$ cat src/rtl/fetch_stepper.sv
// Fetch/execute sequencer for the 8-bit CPU: owns the fetch-phase bus enables
// and hands the execute phase to the decoder via exec_start/exec_done.
module fetch_stepper #(
    parameter int CNT_W = 8
) (
    input  logic             clk,
    input  logic             reset,
    input  logic             run,
    input  logic             halt_req,
    input  logic             mem_ready,
    input  logic             exec_done,
    output logic             OIAR,
    output logic             IMAR,
    output logic             BUS1,
    output logic             IACC,
    output logic             OMEM,
    output logic             IIR,
    output logic             OACC,
    output logic             IIAR,
    output logic             exec_start,
    output logic             halted,
    output logic [2:0]       step,
    output logic [CNT_W-1:0] instr_count
);

    typedef enum logic [2:0] {
        IDLE = 3'd0,
        S1   = 3'd1,
        S2   = 3'd2,
        S3   = 3'd3,
        EXEC = 3'd4,
        HALT = 3'd7
    } state_e;

    state_e           state_q, state_d;
    logic             first_q, first_d;
    logic [CNT_W-1:0] cnt_q, cnt_d;

    always_ff @(posedge clk or negedge reset) begin
        if (!reset) begin
            state_q <= IDLE;
            first_q <= 1'b0;
            cnt_q   <= '0;
        end else begin
            state_q <= state_d;
            first_q <= first_d;
            cnt_q   <= cnt_d;
        end
    end

    always_comb begin
        state_d    = state_q;
        first_d    = 1'b0;
        cnt_d      = cnt_q;
        OIAR       = 1'b0;
        IMAR       = 1'b0;
        BUS1       = 1'b0;
        IACC       = 1'b0;
        OMEM       = 1'b0;
        IIR        = 1'b0;
        OACC       = 1'b0;
        IIAR       = 1'b0;
        exec_start = 1'b0;
        halted     = 1'b0;
        case (state_q)
            IDLE: if (run) state_d = S1;
            S1: begin
                // IAR onto the bus into MAR, and IAR+1 captured in ACC
                OIAR    = 1'b1;
                IMAR    = 1'b1;
                BUS1    = 1'b1;
                IACC    = 1'b1;
                state_d = S2;
            end
            S2: begin
                OMEM = 1'b1;
                IIR  = mem_ready;
                if (mem_ready) state_d = S3;
            end
            S3: begin
                OACC    = 1'b1;
                IIAR    = 1'b1;
                first_d = 1'b1;
                state_d = EXEC;
            end
            EXEC: begin
                exec_start = first_q;
                if (exec_done) begin
                    cnt_d = cnt_q + CNT_W'(1);
                    if (halt_req)  state_d = HALT;
                    else if (run)  state_d = S1;
                    else           state_d = IDLE;
                end
            end
            HALT: halted = 1'b1;
            default: state_d = IDLE;
        endcase
    end

    assign step        = state_q;
    assign instr_count = cnt_q;

endmodule
$ cat config.mk
export PLATFORM = sky130hd
export DESIGN_NAME = fetch_stepper
export DESIGN_NICKNAME = d
export VERILOG_FILES = /design/src/rtl/fetch_stepper.sv
export SDC_FILE = /design/constraint.sdc
export NUM_CORES = 1
export LEC_CHECK = 0
export CAP_MARGIN = 20
export CORE_MARGIN = 4
export CORE_UTILIZATION = 41
export DETAILED_ROUTE_END_ITERATION = 12
export PLACE_DENSITY = 0.79
export SYNTH_ARGS = -nofsm -noshare
export SYNTH_HDL_FRONTEND = slang
export SYNTH_SLANG_ARGS = --single-unit
$ cat constraint.sdc
create_clock -name clk -period 1.65 [get_ports clk]
set_input_delay 0.2475 -clock clk [delete_from_list [all_inputs] [get_ports clk]]
set_output_delay 0.2475 -clock clk [all_outputs]
set_load 0.1 [all_outputs]
==> results.md <==
- RSZ-0062 raised after global routing: true
- Fmax: 616 MHz
- Startpoint Class: register
- Setup Skew: 0.00395 ns
- Top post-synthesis cells by area: dfrtp_1, nand2_1, xnor2_1
- Largest net degree at the start of global routing: 13
- Worst slew pin tran: 0.519 ns
- DP Area: ~1200 um^2
- H-tree Lvls: 1
- Post-synth top cells: dfrtp_1, nand2_1, buf_4, xnor2_1, xor2_1
- Clock Path Buffers: 2
- Worst R2R End: instr_count[7]
- Most area-hungry cell type in the Yosys netlist: dfrtp_1
- WL final: around 1600 um
- Initial Util: 0.438
- Share of layout cells above drive strength 1: 0.558
- Mapped cell area: roughly 670 um^2
- Non-Filler Instances: 111
- ANT nets after route: 0
- Endpoints failing setup: 0
- FF-to-FF Start: step[0]
- Die X-Extent: 48.3 um
- Diode count: 0
- Async S/R FF share, synth: 1.00
- Hold slack: between 0.3 and 0.4 ns
- Die area: 2340 um^2
- DR top layer: met4
- Vias per cell: 5.15
- Mapped Avg Cell Area: 10.8 um^2
- Worst hold path type: input port to async pin
- Worst Path Required: approximately 1.4 ns
- Total track usage: 0.138
- Hold Vio Cnt, Final: 0
- Worst Setup End Kind: output pin
- Remaining DRCs: 0
- WP data arrival: 1.38 ns
- Top-count cell post-synth: dfrtp_1
- Syn_nets: 69
- First-pass GRT wire length: about 2500 um
- Fin area: 1260 um^2
- Die Y: 48.3 um
- CTS clk-pin slew, worst paths: about 0.07 ns
- Placed Cells: 98
- Max-Slew Margin vs Limit: 0.653
- Reg-to-reg slack, setup: 0.11 ns
- WS Path Type: register to output pin
- Top-area cell type share of the netlist area: 0.450
- Met2 wire length: 862 um
- Root buffer cell: clkbuf_4
- Outcome: completed
- DRT met1 WL: 646 um
- Sequential share of the synthesized area: 0.450
- DR iter-0 viols: 15
- Dpl hpwl: 1170 um
- CTS Hold Bufs: 0
- Post-Syn Instances: 62
- Core area: 1520 um^2
- Setup WS pre-CTS: 0.101 ns
- Worst-Skew Late Latency: around 0.27 ns
- Via count: 572
- Initial antenna violation count: 0
- R2R depth: 4
- Port bufs: 26
- CTS Sinks: 12
- 1st-pass router iterations: 4
- FF+latch count, synth: 12
- Predominant post-synthesis flop cell: dfrtp_1
- Max Slew Vio Count: 0
- Ports: 27
- Post-route setup slack: 0.0273 ns
- Wire per inst: 14.6 um
- GR Overflow Total: 0
- Synth warnings: 0
- # rows: 14
- Max_cap viols: 0
- Netlist cell types: 25
- # nets final: 103
- EDFF count, synth: 0
- Period utilization: 0.983
- GP Congestion: around 0.80
- CP Max Fanout: 8
- Number of global-route vias before repair: between 500 and 600
- Layout area overhead: 88.9%
- Routed met3 length: 93 um
- Min Tclk post-route: 1.62 ns
- CTS tree: built
- TritonCTS buffer count: 3
## stage by stage
| stage | setup TNS (ns) | util |
|---|---|---|
| 2_1_floorplan | -3.98 | - |
| 3_3_place_gp | 0 | 0.758 |
| 3_5_place_dp | 0 | 0.758 |
| 4_1_cts | 0 | 0.812 |
| 5_1_grt | -0.117 | 0.827 |
| 6_report | 0 | 0.827 |
## cell type report
type | count | area (um^2)
Timing Repair Buffer | 36 | 549
Fill cell | 86 | 264
Clock buffer | 4 | 26.3
Sequential cell | 12 | 318
Multi-Input combinational cell | 43 | 347
Tap cell | 16 | 20.0
## critical path, cell delays in order, from the launching register on
cell,delay (ns)
dfrtp_4,0.54
nor3b_4,0.21
buf_6,0.17
buf_12,0.18
## routing by layer
metal | vias to the layer above | GRT usage
met4 | 0 | 0.0415
met5 | - | 0
li1 | 277 | -
met2 | 17 | 0.222
met3 | 4 | 0.0583
met1 | 274 | 0.167
## worst max-delay path by stage
stage,from,endpoint,slack [ns]
4_1_cts,step[1],BUS1,0.008
6_report,step[1],BUS1,0.03
3_5_place_dp,exec_done,instr_count[7],0.10
2_1_floorplan,step[0],IIR,-0.76
3_3_place_gp,exec_done,instr_count[7],0.15
5_1_grt,step[0],IIR,-0.06
## sequential cells by signal, summed over array words and instances, names as in the netlist
name / count
step: 3
first_q: 1
instr_count: 8
## cell families (layout without fill, tap and decap cells)
kind of cell               Yosys count  after routing  synth area share
AOI/OAI and AO/OA                    3              3            0.0244
xor gates and xnor gates             8              8             0.105
adders and majority gates            1              1            0.0188
buffers and inverters                7             40            0.0863
DFF                                 12             12             0.450
muxes                                1              1            0.0169
and+or+nand+nor                     30             30             0.298
## cell usage in the layout (no fill, tap or decap), types with 2 or more instances in the layout
cell | netlist | layout
buf_12 | 0 | 21
nand2_1 | 10 | 10
buf_4 | 4 | 9
clkdlybuf4s50_1 | 0 | 5
dfrtp_2 | 0 | 5
xor2_1 | 4 | 4
xnor2_1 | 4 | 4
dfrtp_1 | 12 | 4
nand3_1 | 3 | 3
clkbuf_4 | 0 | 3
dfrtp_4 | 0 | 3
nor3b_4 | 0 | 2
nor3_1 | 2 | 2
nand4_1 | 2 | 2
nor2_1 | 3 | 2
## what timing repair did
action	in CTS	in global routing
buffers inserted	6	3
endpoints found under the setup margin	6	7
pin swaps	1	0
endpoints found under the hold margin	0	0
gates resized for setup	3	0
Power is not shown: default switching activity piles up to over one toggle a cycle in this logic, so the estimate is an artifact.
